`src/rtl/ozphy_pkg.sv`:
```
// Shared symbol constants, state/mode enums and the TS symbol table
// for the per-lane transmit ordered-set scheduler.
package ozphy_pkg;

    localparam logic [7:0] COM       = 8'hBC;
    localparam logic [7:0] PAD       = 8'hF7;
    localparam logic [7:0] SKP       = 8'h1C;
    localparam logic [7:0] TS1_ID    = 8'h4A;
    localparam logic [7:0] TS2_ID    = 8'h45;
    localparam logic [7:0] RATE_GEN1 = 8'h02;

    typedef enum logic [1:0] {
        S_IDLE,
        S_TS,
        S_SKP,
        S_DATA
    } state_e;

    typedef enum logic [1:0] {
        MODE_IDLE,
        MODE_TS1,
        MODE_TS2,
        MODE_DATA
    } mode_e;

    // Returns {k, symbol} for TS index idx of a TS1 (ts2=0) or TS2 set.
    function automatic logic [8:0] ts_symbol(
        input logic [3:0] idx,
        input logic       ts2,
        input logic       pad,
        input logic [7:0] lnk,
        input logic [7:0] lan,
        input logic [7:0] n_fts
    );
        logic [8:0] r;
        unique case (idx)
            4'd0:    r = {1'b1, COM};
            4'd1:    r = pad ? {1'b1, PAD} : {1'b0, lnk};
            4'd2:    r = pad ? {1'b1, PAD} : {1'b0, lan};
            4'd3:    r = {1'b0, n_fts};
            4'd4:    r = {1'b0, RATE_GEN1};
            4'd5:    r = {1'b0, 8'h00};
            default: r = {1'b0, ts2 ? TS2_ID : TS1_ID};
        endcase
        return r;
    endfunction

endpackage

```
`src/rtl/ozphy_skp_timer.sv`:
```
// SKP interval timer: counts active cycles and holds a single
// pending SKP request until the scheduler issues the SKP COM.
module ozphy_skp_timer
    import ozphy_pkg::*;
#(
    parameter int INTERVAL = 1180
) (
    input  logic clk,
    input  logic reset,
    input  logic hold,
    input  logic clear,
    output logic skp_pending
);

    localparam int W = $clog2(INTERVAL);

    logic [W-1:0] cnt;

    // Count active cycles; an expiry wins over a same-cycle clear.
    always_ff @(posedge clk or posedge reset) begin
        if (reset) begin
            cnt         <= '0;
            skp_pending <= 1'b0;
        end else if (hold) begin
            cnt         <= '0;
            skp_pending <= 1'b0;
        end else if (cnt == W'(INTERVAL - 1)) begin
            cnt         <= '0;
            skp_pending <= 1'b1;
        end else begin
            cnt <= cnt + W'(1);
            if (clear) begin
                skp_pending <= 1'b0;
            end
        end
    end

endmodule

```
`src/rtl/ozphy_tx_os_scheduler.sv`:
```
// Per-lane TX scheduler: picks idle, TS1/TS2, SKP or link data for
// the encoder each symbol clock and tracks completed training sets.
module ozphy_tx_os_scheduler
    import ozphy_pkg::*;
#(
    parameter int         NTS          = 1024,
    parameter int         SKP_INTERVAL = 1180,
    parameter logic [7:0] N_FTS        = 8'hFF
) (
    input  logic       clk,
    input  logic       reset,
    input  logic [1:0] mode,
    input  logic [7:0] link_num,
    input  logic [7:0] lane_num,
    input  logic       use_pad,
    input  logic       data_valid,
    input  logic [7:0] data,
    input  logic       datak,
    output logic       data_ready,
    output logic [7:0] txdata,
    output logic       txdatak,
    output logic       txelecidle,
    output logic       ts_done,
    output logic       skp_sent
);

    // state/sym_idx describe the symbol issued last cycle;
    // cur_* describe the symbol being chosen this cycle.
    state_e      state;
    state_e      cur_state;
    state_e      dec_state;
    logic [3:0]  sym_idx;
    logic [3:0]  cur_idx;
    logic        boundary;
    logic        skp_pending;
    logic        ts2_q;
    logic        cur_ts2;
    logic [15:0] ts_cnt;
    logic [8:0]  ts_sym;
    mode_e       mode_sel;

    assign mode_sel = mode_e'(mode);

    // Boundary detection, priority decision and current symbol slot.
    always_comb begin
        boundary  = 1'b1;
        dec_state = S_TS;
        cur_state = state;
        cur_idx   = sym_idx + 4'd1;
        unique case (state)
            S_TS:    boundary = (sym_idx == 4'd15);
            S_SKP:   boundary = (sym_idx == 4'd3);
            default: boundary = 1'b1;
        endcase
        if (mode_sel == MODE_IDLE) begin
            dec_state = S_IDLE;
        end else if (skp_pending) begin
            dec_state = S_SKP;
        end else if (mode_sel == MODE_DATA) begin
            dec_state = S_DATA;
        end
        if (boundary) begin
            cur_state = dec_state;
            cur_idx   = 4'd0;
        end
    end

    assign data_ready = boundary && (mode_sel == MODE_DATA) && !skp_pending;

    assign cur_ts2 = (cur_idx == 4'd0) ? (mode_sel == MODE_TS2) : ts2_q;

    assign ts_sym = ts_symbol(cur_idx, cur_ts2, use_pad,
                              link_num, lane_num, N_FTS);

    assign ts_done = (ts_cnt == 16'(NTS));

    // State register: remembers the slot just issued.
    always_ff @(posedge clk or posedge reset) begin
        if (reset) begin
            state   <= S_IDLE;
            sym_idx <= 4'd0;
        end else begin
            state   <= cur_state;
            sym_idx <= cur_idx;
        end
    end

    // Registered symbol, K flag and status outputs to the encoder.
    always_ff @(posedge clk or posedge reset) begin
        if (reset) begin
            txdata     <= 8'h00;
            txdatak    <= 1'b0;
            txelecidle <= 1'b1;
            skp_sent   <= 1'b0;
        end else begin
            txelecidle <= (cur_state == S_IDLE);
            skp_sent   <= (cur_state == S_SKP) && (cur_idx == 4'd3);
            unique case (cur_state)
                S_TS: begin
                    {txdatak, txdata} <= ts_sym;
                end
                S_SKP: begin
                    txdata  <= (cur_idx == 4'd0) ? COM : SKP;
                    txdatak <= 1'b1;
                end
                S_DATA: begin
                    if (data_valid) begin
                        {txdatak, txdata} <= {datak, data};
                    end else begin
                        {txdatak, txdata} <= 9'h000;
                    end
                end
                default: begin
                    {txdatak, txdata} <= 9'h000;
                end
            endcase
        end
    end

    // TS type latch and saturating count of completed sets.
    always_ff @(posedge clk or posedge reset) begin
        if (reset) begin
            ts_cnt <= 16'd0;
            ts2_q  <= 1'b0;
        end else if (cur_state == S_IDLE) begin
            ts_cnt <= 16'd0;
        end else if (cur_state == S_TS) begin
            if (cur_idx == 4'd0) begin
                ts2_q <= cur_ts2;
                if (cur_ts2 != ts2_q) begin
                    ts_cnt <= 16'd0;
                end
            end else if (cur_idx == 4'd15 && ts_cnt != 16'(NTS)) begin
                ts_cnt <= ts_cnt + 16'd1;
            end
        end
    end

    ozphy_skp_timer #(
        .INTERVAL (SKP_INTERVAL)
    ) u_skp_timer (
        .clk         (clk),
        .reset       (reset),
        .hold        (cur_state == S_IDLE),
        .clear       ((cur_state == S_SKP) && (cur_idx == 4'd0)),
        .skp_pending (skp_pending)
    );

endmodule

```
`config.mk`:
```
export PLATFORM = sky130hd
export DESIGN_NAME = ozphy_tx_os_scheduler
export DESIGN_NICKNAME = d
export VERILOG_FILES = /design/src/rtl/ozphy_pkg.sv /design/src/rtl/ozphy_skp_timer.sv /design/src/rtl/ozphy_tx_os_scheduler.sv
export SDC_FILE = /design/constraint.sdc
export NUM_CORES = 1
export LEC_CHECK = 0
export CORE_ASPECT_RATIO = 1.5
export CORE_MARGIN = 3
export CORE_UTILIZATION = 55
export DETAILED_ROUTE_END_ITERATION = 8
export PLACE_DENSITY_LB_ADDON = 0.05
export SLEW_MARGIN = 25
export SYNTH_ARGS = -nofsm -noshare
export SYNTH_HDL_FRONTEND = slang
export SYNTH_SLANG_ARGS = --single-unit
export TNS_END_PERCENT = 1
```
`constraint.sdc`:
```
create_clock -name clk -period 2.5 [get_ports clk]
set_input_delay 0.25 -clock clk [delete_from_list [all_inputs] [get_ports clk]]
set_output_delay 0.25 -clock clk [all_outputs]
set_load 0.1 [all_outputs]
```
==> results.md <==
- Fillcell total: 430
- Most repeated cell in the gate-level netlist after synthesis: sky130_fd_sc_hd__dfrtp_1
- Top cell type by total area after synthesis: sky130_fd_sc_hd__dfrtp_1
- Effective utilization at floorplan: 0.581
- Clock transition at the registers of the reported paths: 0.10 ns
- Die Y-Extent: 97.5 um
- Fraction of post-synthesis cell area in the top cell type by area: 0.367
- N_diodes: 0
- CTS HTree Levels: 2
- Vias in the first global route: 2,747
- Critical path data arrival time: 2.15 ns
- Routed wirelength normalized by instance count: 16.6 um
- Fraction of met2 tracks used by global routing: 0.407
- Post-route total power: 5.81 mW
- Clock tree from TritonCTS: built
- Sequential share of the synthesized area: 0.375
- Multi-input combinational cell area: 1820 sq um
- Final setup vio count: 0
- Maximum fanout along the worst path: 7
- DP Worst Slack: -0.0181 ns
- Period minus WS final: 2.40 ns
- Largest stage delay on the critical path: 0.43 ns
- Weighted congestion at the end of routability-driven global placement: 0.857
- Overall die width: 67.0 um
- Startpoint type of the worst setup path: flop
- Fin crit share: 0.961
- Highest clock rate: 416 MHz
- Post-detailed-placement half-perimeter wirelength: 5610 um
- Global-route wire length before repair: 12,600 um
- Maximum number of pins on one net before global-route repair: 28
- Wire length after detailed routing: 7560 um
- Clock Sink Count: 46
- Critical path's slowest cell: sky130_fd_sc_hd__nor3_4
- Peak-usage layer in the global routing report: met2
- Gate count of the mapped netlist: 322
- Worst relative slew slack: 0.616
- Number of vias per cell after detailed routing: 6.03
- Post-layout instance count excluding filler cells: 456
- Worst-margin pin slew: 0.569 ns
- Growth of design area from synthesis to finish: 26.0%
- Residual overflow from global routing: 0
- Async set-or-reset flop fraction in the synthesized netlist: 1.00
- Number of port buffers: 43
- Element type at the critical path end: primary output
- Main flop type after synthesis: sky130_fd_sc_hd__dfrtp_1
- Row Count: 32
- Hold Crit Class: primary input to async pin
- Yosys warnings: 0
- Storage cell area: 1150 sq um
- Setup skew after layout: 0.0186 ns
- Initial antenna violation count: 0
- Fin util: 0.732
- Clock buffers created by TritonCTS: 5
- Number of different library cells in the post-synthesis netlist: 74
- Area of the die: 6530 sq um
- Core region area: 5290 sq um
- Met3 track demand over resource in global routing: 0.0463
- Areal power density over the cells: 1500 nW/um^2
- Slew Viols, Final: 0
- Commonest cells in the synthesized netlist: sky130_fd_sc_hd__dfrtp_1, sky130_fd_sc_hd__nand3_1, sky130_fd_sc_hd__nor2_1
- WS Path Type: flop to primary output
- Smallest setup slack after layout: 0.0972 ns
- Clock insertion delay at the later pin of the skew report: 0.31 ns
- Leading cell types by total area after synthesis: sky130_fd_sc_hd__dfrtp_1, sky130_fd_sc_hd__mux2i_1, sky130_fd_sc_hd__nand3_1
- Number of flip-flops and latches in the synthesized netlist: 46
- Largest vdd supply drop: 0.000790 V
- Residual DRC: 0
- Initial detailed-routing violation count: 100
- Sequence of cells on the critical path: inv_1 > ha_4 > and4b_4 > nor3_4 > nor2_1 > and3_1 > buf_12
- Buffers from clock root to sink, at most: 2
- Lkg Pwr: 1.61 nW
- Post-route antenna net violation count: 0
- Number of flops mapped to enable cells by yosys: 0
- Post-route worst hold slack: 0.287 ns
- Endpoints failing hold: 0
- Syn Nets: 358
- Placed cell areas: 3680 sq um
- Overall fraction of global-route tracks in use: 0.242
- Final net count: 423
- Proportion of layout cells with a drive suffix above 1: 0.232
- Average footprint of a synthesized cell: 9.54 sq um
- Met1 Usage GRT: 0.297
- Number of optimization iterations in the first detailed-route pass: 4
- Mapped Area: 3070 sq um
- Total Neg Setup Slack: 0 ns
- Routed vias: 2,749
- Data required time of the worst path: 2.25 ns
- Number of instances in the placed design: 444
- Master cell of the clock root buffer: sky130_fd_sc_hd__clkbuf_8
- Number of top-level pins: 44
- Number of maximum-capacitance constraint violations: 0
- Post-route design area: 3870 sq um
- Result of the run: finished, final reports clean
## layout make-up
cell class                 count  share of cell area
inverter                      12              0.0116
sequential                    46               0.298
clock buffer                   5              0.0178
multi-input combinational    247               0.470
clock inverter                 3             0.00614
timing repair buffer          75               0.174
tap                           68              0.0220
## flip-flops by register name, summed over array words and instances, names as in the netlist
name                     flops
skp_sent                     1
state                        2
sym_idx                      4
ts2_q                        1
ts_cnt                      16
txdata                       8
txdatak                      1
txelecidle                   1
u_skp_timer.cnt             11
u_skp_timer.skp_pending      1
## critical path: cells and delay by family, from the launching register on
| family | cells | cell delay, ns |
|---|---|---|
| adder cells (fa/ha/maj) | 1 | 0.16 |
| buffers and inverters | 2 | 0.28 |
| flip-flops | 1 | 0.41 |
| AND/OR/NAND/NOR | 4 | 0.98 |
## per-layer routing
layer / vias to the layer above / wire length [um] / share of wire
li1: 1342 / - / -
met2: 65 / 3780 / 0.50
met3: 17 / 390 / 0.052
met1: 1325 / 3190 / 0.42
met5: - / 0 / 0
met4: 0 / 199 / 0.026
## path summary, 6_finish.rpt
path,cells after the start,start,slack (ns),endpoint
worst max-delay path,7,state[0],0.1,data_ready
worst min-delay path,2,reset,0.29,ts_cnt[1]
worst max register to register,9,state[0],0.11,txdatak
worst min register to register,1,u_skp_timer.cnt[0],0.47,u_skp_timer.cnt[0]
max in group asynchronous,3,reset,1.69,txdata[6]
min in group clk,1,u_skp_timer.cnt[0],0.47,u_skp_timer.cnt[0]
## power by group
group,switching (mW),internal [mW],total [mW]
Combinational,2.61,1.70,4.31
Clock,0.273,0.200,0.473
Sequential,0.104,0.920,1.02
Total,2.99,2.82,5.81
## placed cells by master, fill, tap and decap left out, types with 3 or more instances in the layout
cell and n:
sky130_fd_sc_hd__dfrtp_1 45, sky130_fd_sc_hd__buf_4 40, sky130_fd_sc_hd__clkdlybuf4s50_1 30, sky130_fd_sc_hd__nor2_1 25
sky130_fd_sc_hd__nand3_1 25, sky130_fd_sc_hd__a21oi_1 19, sky130_fd_sc_hd__nand2_1 19, sky130_fd_sc_hd__mux2i_1 14
sky130_fd_sc_hd__nand3b_1 13, sky130_fd_sc_hd__o21ai_0 12, sky130_fd_sc_hd__inv_1 8, sky130_fd_sc_hd__xor2_1 7
sky130_fd_sc_hd__nand4_1 6, sky130_fd_sc_hd__and3_1 5, sky130_fd_sc_hd__a21oi_2 5, sky130_fd_sc_hd__clkbuf_8 5
sky130_fd_sc_hd__inv_2 4, sky130_fd_sc_hd__a22o_1 4, sky130_fd_sc_hd__nor3_1 4, sky130_fd_sc_hd__and4_1 4
sky130_fd_sc_hd__nand4b_1 3, sky130_fd_sc_hd__nor2b_1 3, sky130_fd_sc_hd__or3_1 3, sky130_fd_sc_hd__nor4_1 3
sky130_fd_sc_hd__xnor2_1 3, sky130_fd_sc_hd__ha_1 3, sky130_fd_sc_hd__buf_6 3
## timing repair
action	4_1_cts	5_1_grt
setup endpoints to repair	2	27
resized for setup	1	15
pin swaps	0	6
setup buffers	0	4
hold buffers	0	0
## kinds of logic after synthesis
logic type	after synthesis	share of synthesized area
and+or+nand+nor	133	0.263
AOI/OAI and AO/OA	82	0.205
DFF	46	0.375
buffers and inverters	29	0.0493
muxes	16	0.0530
xor gates and xnor gates	11	0.0338
adders and majority gates	5	0.0204
Power figures use the tool's default switching activity.
==> variant: new RTL, same settings <==
Add an input register stage for `mode`, without a reset; this delays it by one clock. The other inputs are not delayed to match.
--- a/src/rtl/ozphy_tx_os_scheduler.sv
+++ b/src/rtl/ozphy_tx_os_scheduler.sv
@@ -24,6 +24,12 @@
     output logic       skp_sent
 );
 
+    logic [1:0] mode_q;
+
+    always_ff @(posedge clk) begin
+        mode_q <= mode;
+    end
+
     // state/sym_idx describe the symbol issued last cycle;
     // cur_* describe the symbol being chosen this cycle.
     state_e      state;
@@ -39,7 +45,7 @@
     logic [8:0]  ts_sym;
     mode_e       mode_sel;
 
-    assign mode_sel = mode_e'(mode);
+    assign mode_sel = mode_e'(mode_q);
 
     // Boundary detection, priority decision and current symbol slot.
     always_comb begin
Behaviour: not the same (Yosys sat finds a counterexample within 4 cycles, from zero or initial values and one cycle with reset high).
==> variant against the unedited design <==
- sequential cell count grew 2
- cell area shrank 3.4%
- combinational power shrank 24%
- global-route usage grew 0.87 points
- total power shrank 17%
- worst setup slack lost 0.059 ns
- area after synthesis shrank 5.5%
- cell count shrank 1.8%
- wire length shrank 3.9%
- clock power grew 5.7%
- critical path type is now reg -> reg
- largest cell class unchanged
==> variant: results (changes against the unedited design) <==
Synth area leaders=dfrtp_1 39%, a21oi_1 4.3%, nor2_1 4.1% (was dfrtp_1 37%, mux2i_1 4.6%, nand3_1 4.1%); sw power=2.36 mW (was 2.99 mW); vias in the first global route=2,635 (was 2,747); hold crit path type=in -> reg (was in -> async); Post-Syn Nets=354 (was 358); Setup CP Type=reg -> reg (was reg -> out); Top Layer Used=met4 (unchanged); Finished Layout Cells=448 (was 456); WHS=0.400 ns (was 0.287 ns); drt first-iter violations=177 (was 100); Placed Instance Area=3540 um^2 (was 3680 um^2); routing usage on met2=46.7% (was 40.7%); worst skew pair latency=0.31 ns (about the same); FF-to-FF setup slack=0.04 ns (was 0.11 ns); Critical Path End=ts_cnt[5]$_DFFE_PP0P_ (was data_ready); WL met3=263 um (was 390 um); met3 GRT Util=4.05% (was 4.63%); Overall Global Routing Usage=25.1% (was 24.2%); most common cell after layout, fill and taps aside=dfrtp_1 (unchanged); largest net degree at the start of global routing=47 (was 28); first-pass GRT wire length=12,200 um (was 12,600 um); Placer Congestion=0.939 (was 0.857); status=completed (unchanged); pre-CTS setup slack=-0.0253 ns (was -0.0181 ns); Avg Vias per Cell=5.94 (was 6.03); Avg WL per Cell=16.2 um (was 16.6 um); Worst EP arrival=2.70 ns (was 2.15 ns); sequential share of the synthesized area=41.1% (was 37.5%); clk_skew=0.00649 ns (was 0.0186 ns); Post-DP HPWL=5280 um (was 5610 um); setup bufs post-CTS=2 (was 0); H-tree Lvls=2 (unchanged); Synth async-reset ratio=95.8% (was 100%); Crit Path Max Fanout=11 (was 7); Avg Cell Area, Syn=9.12 um^2 (was 9.54 um^2); placed insts=437 (was 444); met1 Usage GRT=28.5% (was 29.7%); count of unique library cells instantiated by Yosys=61 (was 74); fmax=406 MHz (was 416 MHz); Commonest cells post-synth=45 x dfrtp_1, 32 x nor2_1, 25 x a21oi_1 (was 45 x dfrtp_1, 25 x nand3_1, 25 x nor2_1); peak supply drop=0.926 mV (was 0.790 mV); Routed met1 length=3000 um (was 3190 um); Slew HR=61.0% (was 61.6%); Final nets=417 (was 423); Detail Route met2 WL=3880 um (was 3780 um); layout cells sized above 1=19.4% (was 23.2%)
variant: cell count changes after synthesis, moves of 3 or more:
| cell | unedited run | this run |
|---|---|---|
| a31oi_1 | 2 | 5 |
| buf_2 | 7 | 4 |
| inv_1 | 10 | 14 |
| mux2i_1 | 14 | 0 |
| nand2b_1 | 2 | 6 |
| nand3_1 | 25 | 17 |
| nand3b_1 | 13 | 1 |
| nor2_1 | 25 | 32 |
| o21ai_0 | 12 | 9 |
| o21ai_1 | 2 | 5 |
| o31ai_1 | 2 | 15 |
| or3_4 | 0 | 3 |
| or4_1 | 0 | 12 |
variant: final cells by class:
cell class / instances / area (um^2)
Clock buffer: 6 / 82.6
Sequential cell: 48 / 1190
Clock inverter: 2 / 15.0
Fill cell: 409 / 1230
Inverter: 14 / 52.6
Tap cell: 66 / 82.6
Multi-Input combinational cell: 243 / 1640
Timing Repair Buffer: 69 / 672
variant: logic make-up after synthesis:
logic type               count (synthesis)  share of synthesized area [%]
XOR/XNOR                                11                           3.32
flip-flops                              48                           41.1
AND/OR/NAND/NOR                        135                           26.4
multiplexers                             2                          0.776
AO/OA/AOI/OAI                           88                           21.0
adder cells (fa/ha/maj)                  7                           2.85
buffers and inverters                   27                           4.57
variant: power by group through the flow:
stage / registers, mW / clock network, mW / logic (mW)
after floorplan: 1.52 / 0 / 1.68
after global placement: 1.04 / 0 / 2.95
after detailed placement: 1.04 / 0 / 2.99
after CTS: 1.03 / 0.517 / 3.22
after global routing: 1.04 / 0.542 / 3.50
final: 1.03 / 0.500 / 3.27
variant: critical path, cell delays in order (launching register included):
cell and delay, ns:
dfrtp_1 0.40, inv_2 0.10, ha_4 0.15, and4b_2 0.25, or3_4 0.37, a22oi_4 0.21
o21ai_4 0.10, buf_12 0.16, or4_1 0.52, a21oi_2 0.14
